## src/rtl/viterbi_frame_ctrl.sv

```systemverilog
`default_nettype none
// ============================================================================
// Module   : viterbi_frame_ctrl
// Purpose  : Frame sequencer for the conv-encoder / channel / Viterbi chain.
//            Feeds payload then zero tail bits to the encoder, flushes the
//            decoder, aligns decoded bits against a delayed copy of the sent
//            bits and keeps frame / bit-error counters.
// Revision : 1.0 - initial release
// ============================================================================
module viterbi_frame_ctrl #(
    parameter int FRAME_LEN = 64,
    parameter int TAIL_LEN  = 2,
    parameter int DEC_LAT   = 64,
    parameter int CNT_W     = 16
) (
    input  logic             clk,
    input  logic             rst,
    input  logic             start,
    input  logic             src_valid,
    input  logic             src_data,
    output logic             src_ready,
    output logic             enc_bit_o,
    output logic             enc_en_o,
    input  logic             dec_bit_i,
    output logic             out_valid,
    output logic             out_data,
    output logic             busy,
    output logic             done,
    output logic             err_flag,
    output logic [CNT_W-1:0] frame_ct,
    output logic [CNT_W-1:0] bit_err_ct
);

    localparam int PL_W = $clog2(FRAME_LEN + 1);
    localparam int TL_W = $clog2(TAIL_LEN + 1);
    localparam int DL_W = $clog2(DEC_LAT + 1);

    localparam logic [PL_W-1:0] c_PL_LAST = PL_W'(FRAME_LEN - 1);
    localparam logic [TL_W-1:0] c_TL_LAST = TL_W'(TAIL_LEN - 1);
    localparam logic [DL_W-1:0] c_DL_LAST = DL_W'(DEC_LAT - 1);
    localparam logic [CNT_W-1:0] c_CNT_MAX = {CNT_W{1'b1}};

    localparam logic [2:0] c_S_IDLE    = 3'd0;
    localparam logic [2:0] c_S_PAYLOAD = 3'd1;
    localparam logic [2:0] c_S_TAIL    = 3'd2;
    localparam logic [2:0] c_S_DRAIN   = 3'd3;
    localparam logic [2:0] c_S_DONE    = 3'd4;

    logic [2:0]         r_state;
    logic [PL_W-1:0]    r_pl_cnt;
    logic [TL_W-1:0]    r_tl_cnt;
    logic [DL_W-1:0]    r_dl_cnt;
    logic               r_err_flag;
    logic               r_enc_bit;
    logic               r_enc_en;
    logic               r_enc_tag;
    logic [DEC_LAT-1:0] r_dly_tag;
    logic [DEC_LAT-1:0] r_dly_bit;
    logic [CNT_W-1:0]   r_frame_ct;
    logic [CNT_W-1:0]   r_bit_err_ct;

    logic w_in_payload;
    logic w_out_valid;
    logic w_bit_err;

    assign w_in_payload = (r_state == c_S_PAYLOAD);
    assign w_out_valid  = r_dly_tag[DEC_LAT-1];
    assign w_bit_err    = w_out_valid && (dec_bit_i != r_dly_bit[DEC_LAT-1]);

    assign src_ready  = w_in_payload;
    assign busy       = (r_state != c_S_IDLE);
    assign done       = (r_state == c_S_DONE);
    assign enc_bit_o  = r_enc_bit;
    assign enc_en_o   = r_enc_en;
    assign out_valid  = w_out_valid;
    // Gated so the output stays quiet outside qualified beats.
    assign out_data   = w_out_valid & dec_bit_i;
    assign err_flag   = r_err_flag;
    assign frame_ct   = r_frame_ct;
    assign bit_err_ct = r_bit_err_ct;

    // Frame sequencing: phase counters, state transitions and underrun flag.
    always_ff @(posedge clk) begin
        if (rst) begin
            r_state    <= c_S_IDLE;
            r_pl_cnt   <= '0;
            r_tl_cnt   <= '0;
            r_dl_cnt   <= '0;
            r_err_flag <= 1'b0;
        end else begin
            case (r_state)
                c_S_IDLE: begin
                    if (start) begin
                        r_state    <= c_S_PAYLOAD;
                        r_pl_cnt   <= '0;
                        r_tl_cnt   <= '0;
                        r_dl_cnt   <= '0;
                        r_err_flag <= 1'b0;
                    end
                end
                c_S_PAYLOAD: begin
                    if (src_valid) begin
                        r_pl_cnt <= r_pl_cnt + 1'b1;
                        if (r_pl_cnt == c_PL_LAST) r_state <= c_S_TAIL;
                    end else begin
                        r_err_flag <= 1'b1;
                    end
                end
                c_S_TAIL: begin
                    r_tl_cnt <= r_tl_cnt + 1'b1;
                    if (r_tl_cnt == c_TL_LAST) r_state <= c_S_DRAIN;
                end
                c_S_DRAIN: begin
                    r_dl_cnt <= r_dl_cnt + 1'b1;
                    if (r_dl_cnt == c_DL_LAST) r_state <= c_S_DONE;
                end
                default: r_state <= c_S_IDLE;
            endcase
        end
    end

    // Encoder drive: accepted payload bits pass through, everything else is 0.
    always_ff @(posedge clk) begin
        if (rst) begin
            r_enc_bit <= 1'b0;
            r_enc_en  <= 1'b0;
            r_enc_tag <= 1'b0;
        end else begin
            r_enc_bit <= w_in_payload & src_valid & src_data;
            r_enc_en  <= w_in_payload || (r_state == c_S_TAIL) || (r_state == c_S_DRAIN);
            r_enc_tag <= w_in_payload & src_valid;
        end
    end

    // Reference delay line matching the encoder-to-decoder latency.
    always_ff @(posedge clk) begin
        if (rst) begin
            r_dly_tag <= '0;
            r_dly_bit <= '0;
        end else begin
            r_dly_tag <= {r_dly_tag[DEC_LAT-2:0], r_enc_tag};
            r_dly_bit <= {r_dly_bit[DEC_LAT-2:0], r_enc_bit};
        end
    end

    // Scoreboard counters, both saturating.
    always_ff @(posedge clk) begin
        if (rst) begin
            r_frame_ct   <= '0;
            r_bit_err_ct <= '0;
        end else begin
            if (done && (r_frame_ct != c_CNT_MAX))
                r_frame_ct <= r_frame_ct + 1'b1;
            if (w_bit_err && (r_bit_err_ct != c_CNT_MAX))
                r_bit_err_ct <= r_bit_err_ct + 1'b1;
        end
    end

endmodule
`default_nettype wire
```

## config.mk

```make
export PLATFORM = sky130hd
export DESIGN_NAME = viterbi_frame_ctrl
export DESIGN_NICKNAME = d
export VERILOG_FILES = /design/src/rtl/viterbi_frame_ctrl.sv
export SDC_FILE = /design/constraint.sdc
export NUM_CORES = 1
export LEC_CHECK = 0
export CORE_AREA = 3 3 107 109
export CTS_CLUSTER_DIAMETER = 80
export DETAILED_ROUTE_END_ITERATION = 6
export DIE_AREA = 0 0 110 112
export PLACE_DENSITY = 0.88
export SLEW_MARGIN = 10
export SYNTH_ARGS = -nofsm -noshare
export SYNTH_HDL_FRONTEND = slang
export SYNTH_SLANG_ARGS = --single-unit
```

## constraint.sdc

```tcl
create_clock -name clk -period 5 [get_ports clk]
set_input_delay 1 -clock clk [delete_from_list [all_inputs] [get_ports clk]]
set_output_delay 1 -clock clk [all_outputs]
set_load 0.03 [all_outputs]
```

# Word level (Yosys, flattened, before mapping)
# Cells that the tools add are included.
# totals
register_bits	183
input_bits	6
output_inout_bits	40
elab_cells	66
# op_classes
add_sub_neg	5
n_eq_ne	16
mux	15
bitwise_logic	3
n_reduce_logical	15
# op_table
cell	n
16-bit by 1-bit adder with 16-bit output, second input constant	2
16-bit inequality test, second input constant	2
7-bit case mux with 2 select lines	2
3-bit 2-to-1 mux	5
7-bit by 1-bit adder with 7-bit output, second input constant	2
7-bit by 6-bit == test with 1-bit output, second input constant	2
7-bit 2-to-1 mux	2
3-bit case mux with 4 select lines	1
2-bit inequality test, second input constant	5
3-bit by 2-bit == test with 1-bit output, second input constant	2
3-bit AND reduction	2
2-bit nonzero test	3
5-bit AND reduction	1
2-bit case mux with 2 select lines	1
2-bit AND reduction	2
1-bit AND	3
3-bit by 1-bit == test with 1-bit output, second input constant	1
3-bit == test, second input constant	1
1-bit logical AND	3
3-bit logical NOT	1
3-bit nonzero test	1
2-bit by 1-bit adder with 2-bit output, second input constant	1
2-bit by 1-bit == test with 1-bit output, second input constant	1
1-bit logical OR	2
other kinds (5)	6

# Logic depth before layout (Yosys ltp)
# depth
ltp_word	4
ltp_mapped	7

# Worst setup path before layout
# No wires, ideal clock.
# synth_timing
path_type	in2reg
from	input dec_bit_i
to	register r_bit_err_ct[10] (netlist: bit_err_ct[10])
setup_time_ns	0.070
arrival_time_ns	2.335
t_required_ns	4.930
setup_slack_ns	2.594
stages	5
path_buffers	1
path_cell_list	xor2_1 or3b_2 clkbuf_1 or4_1 a21oi_1
# synth_between
elab_chain_len	3
# synth_rtl
element	line	source
start: declaration	24	input logic dec_bit_i,
1-bit inequality test	68	assign w_bit_err = w_out_valid && (dec_bit_i != r_dly_bit[DEC_LAT-1]);
1-bit logical AND	68	
1-bit logical AND	154	if (w_bit_err && (r_bit_err_ct != c_CNT_MAX))
end signal: assignment	155	r_bit_err_ct <= r_bit_err_ct + 1'b1;
end: declaration	60	logic [CNT_W-1:0] r_bit_err_ct;
# Every way passes these cells.
# A chain may end at the register's enable or synchronous reset.

# Final worst setup path
# layout_timing
from	register r_state[2]
to	output done
# layout_between
elab_chain_len	1
# layout_rtl
element	line	source
start: declaration	49	logic [2:0] r_state;
start signal: assignment	85	r_state <= c_S_IDLE;
start signal: assignment	94	r_state <= c_S_PAYLOAD;
start signal: assignment	104	if (r_pl_cnt == c_PL_LAST) r_state <= c_S_TAIL;
3-bit == test	72	assign done = (r_state == c_S_DONE);
end: declaration	28	output logic done,
# Every way passes these cells.

==> impl_metrics.ini <==
[status]
outcome = complete, no violations

[clock_network]
root_buffer = clkbuf_8
postCtsSetupBuffers = 0
hold_buffers = 0
worstSkewPairLatency_ps = 520
clock_path_buffers = 2
cts.clk_slew.worst_paths_ps = 70
post_cts_resized = 0
numCtsBuffers = 17
cts_tree = built
clock-sinks = 183
htreeDepth = 4

[critical_path]
critPathTopFamily = buffers and inverters
end_kind = primary output
slowest_stage = clkdlybuf4s50_1
cp.required_ps = 4000
arrival_ps = 2280
crit_chain = or3b_4, inv_1, clkdlybuf4s50_1
cp.buffers_inverters = 2
critPathMaxFanout = 11
slowest_delay_ps = 690
cp-start-kind = flip-flop
crit_type = reg2out

[routing]
via_per_inst = 5.365
vias = 4163
drt_iter0_drc = 227
ant_nets = 0
wl_per_cell_um = 13.66
drcViolationCount = 0
dr.pass1.iters = 6
postRouteWirelength_mm = 10.60

[yosys]
yosysWarningCount = 0
syn_avg_cell_area_um2 = 10.40
yosysSeqAreaShare_pct = 60.12
synth-seq-cells = 183
synth_edf_count = 0
synth_cells = 586
syn-num-nets = 597
synth_cell_types = 48
async_flop_share_pct = 0
ys.flop_type = dfxtp_1
syn-cell-area_um2 = 6093

[global_routing]
first_global_vias = 4060
grt_use_met3_pct = 5.739
grt_usage_pct = 18.30
top_usage_layer = met2
use_met2_pct = 30.22
grt_pass1_wl_mm = 18.23
grt_max_degree = 87
grt_overflow = 0
antenna_found_initial = 0
grt_use_met1_pct = 22.91

[pwr]
irDropWorstVdd_mv = 0.2189
finalPower_mw = 2.812
leakage_nw = 2.587
powerDensity_nw_per_um2 = 389.9

[flow_run]
maxCapViolCount = 0

[place]
gp_congestion = 0.8247
dpl.hpwl_mm = 6.468
portBuffers = 45

[final_layout]
seqCellArea_um2 = 3664
antenna_cells = 0
multi_input_area_um2 = 2272
fillers = 780
nNetsFinal = 636
drive_above_1_share_pct = 7.075
area_growth_pct = 18.34

[timing]
finalCritPeriodShare_pct = 65.66
hold_viol_final = 0
fin_crit_ps = 3283
worst_pin_slew_ps = 1084
rsz0062_at_grt = false
fmax_ghz = 0.3046
setup_viol = 0
max-slew-margin-rel_pct = 27.06
maxSlewViolCount = 0
clock_skew_ps = 4.791
fin_tns_setup_ps = 0

[floorplanning]
die_area_um2 = 12320
start_util_pct = 56.96
dieHeight_um = 112
rows = 38
ios = 46
core_um2 = 10700
die_w_um = 110

[min_path]
hp-class = reg2reg
[path summary, 6_finish.rpt]
path              depth (start not counted)  slack, ps                startpoint                         to
setup / recovery                          3       1720   r_state[2]$_SDFFE_PP0P_                       done
hold / removal                            1        440  r_dly_bit[38]$_SDFF_PP0_   r_dly_bit[39]$_SDFF_PP0_
setup reg to reg                          4       2780   r_state[2]$_SDFFE_PP0P_  frame_ct[15]$_SDFFE_PP0P_
hold reg to reg                           1        440  r_dly_bit[38]$_SDFF_PP0_   r_dly_bit[39]$_SDFF_PP0_
[registers in the layout, summed over array words and instances (netlist names), 2 cells and up]
signal,count
r_dly_tag,64
r_tl_cnt,2
r_pl_cnt,7
r_state,3
frame_ct,16
r_dly_bit,64
bit_err_ct,16
r_dl_cnt,7
[cell type report]
class | count | share of cell area (%)
flip-flops and latches | 183 | 50.81
multi-input cells | 363 | 31.51
repair buffers | 49 | 6.628
clock buffers | 19 | 5.986
well taps | 140 | 2.429
clock inverters | 11 | 2.065
inverters | 11 | 0.5726
[cells in the mapped netlist (all sizes together), types with 2 or more instances]
| cell | instances | share of area [%] |
|---|---|---|
| nor4b | 2 | 0.29 |
| nand2b | 3 | 0.31 |
| or3 | 11 | 1.1 |
| mux2i | 3 | 0.49 |
| a31oi | 3 | 0.31 |
| nor3 | 4 | 0.33 |
| nor2b | 131 | 13 |
| and3 | 3 | 0.31 |
| nand2 | 22 | 1.4 |
| o21ai | 15 | 1.2 |
| a21oi | 34 | 2.8 |
| xnor2 | 3 | 0.43 |
| nand3b | 3 | 0.37 |
| ha | 5 | 1.0 |
| o41ai | 5 | 0.72 |
| and4 | 4 | 0.57 |
| dfxtp | 183 | 60 |
| mux2 | 4 | 0.74 |
| xor2 | 4 | 0.57 |
| and2 | 2 | 0.21 |
| nor2 | 24 | 1.5 |
| inv | 11 | 0.68 |
| nor4 | 7 | 0.72 |
| or2 | 2 | 0.21 |
| o31ai | 12 | 1.5 |
| nand4bb | 2 | 0.37 |
| or4 | 16 | 2.0 |
| nand3 | 14 | 1.1 |
| or3b | 2 | 0.33 |
| clkbuf | 28 | 1.7 |
| nand4 | 10 | 1.0 |
[cell usage in the layout (no fill, tap or decap), types with 4 or more instances in the layout]
cell type / instances
nor4_1: 7
mux2_2: 4
nor2_1: 24
o21ai_0: 15
dfxtp_1: 183
clkbuf_16: 16
o31ai_1: 12
clkdlybuf4s50_1: 44
nor2b_1: 131
nor3_1: 4
inv_1: 11
nand4_1: 10
buf_4: 5
a21oi_1: 34
nand2_1: 22
and4_1: 4
or3_1: 11
ha_1: 5
o41ai_1: 5
xor2_1: 4
or4_1: 15
nand3_1: 14
[layer usage]
layer	up-vias	wire length [um]
met2	103	5289
li1	2085	-
met5	-	0
met4	0	126
met3	16	446
met1	1959	4739
[metrics by stage]
step           hold WS (ps)  instances  util, %  cell area, um2  setup WS [ps]
2_1_floorplan         413.8        586        -            6093           2594
3_3_place_gp          419.8        746    61.98            6630           1729
3_5_place_dp          424.7        746    61.98            6630           1725
4_1_cts               442.0        776    67.40            7211           1710
5_1_grt               445.5        776    67.40            7211           1566
6_report              438.4        776    67.40            7211           1717
[logic make-up after synthesis]
logic type	Yosys count	synth area share (%)
XOR/XNOR	7	1.006
adder cells (fa/ha/maj)	5	1.027
multiplexers	7	1.232
AO/OA/AOI/OAI	78	7.803
buffers and inverters	40	2.587
AND/OR/NAND/NOR	266	26.22
flip-flops	183	60.12
[report_power, final]
group	switching [mW]	leakage, nW	internal [mW]
Sequential	0.00296	1.47	1.46
Combinational	0.0354	0.836	0.0134
Clock	0.528	0.277	0.771
Total	0.567	2.59	2.25
(Power assumes the default switching activity.)
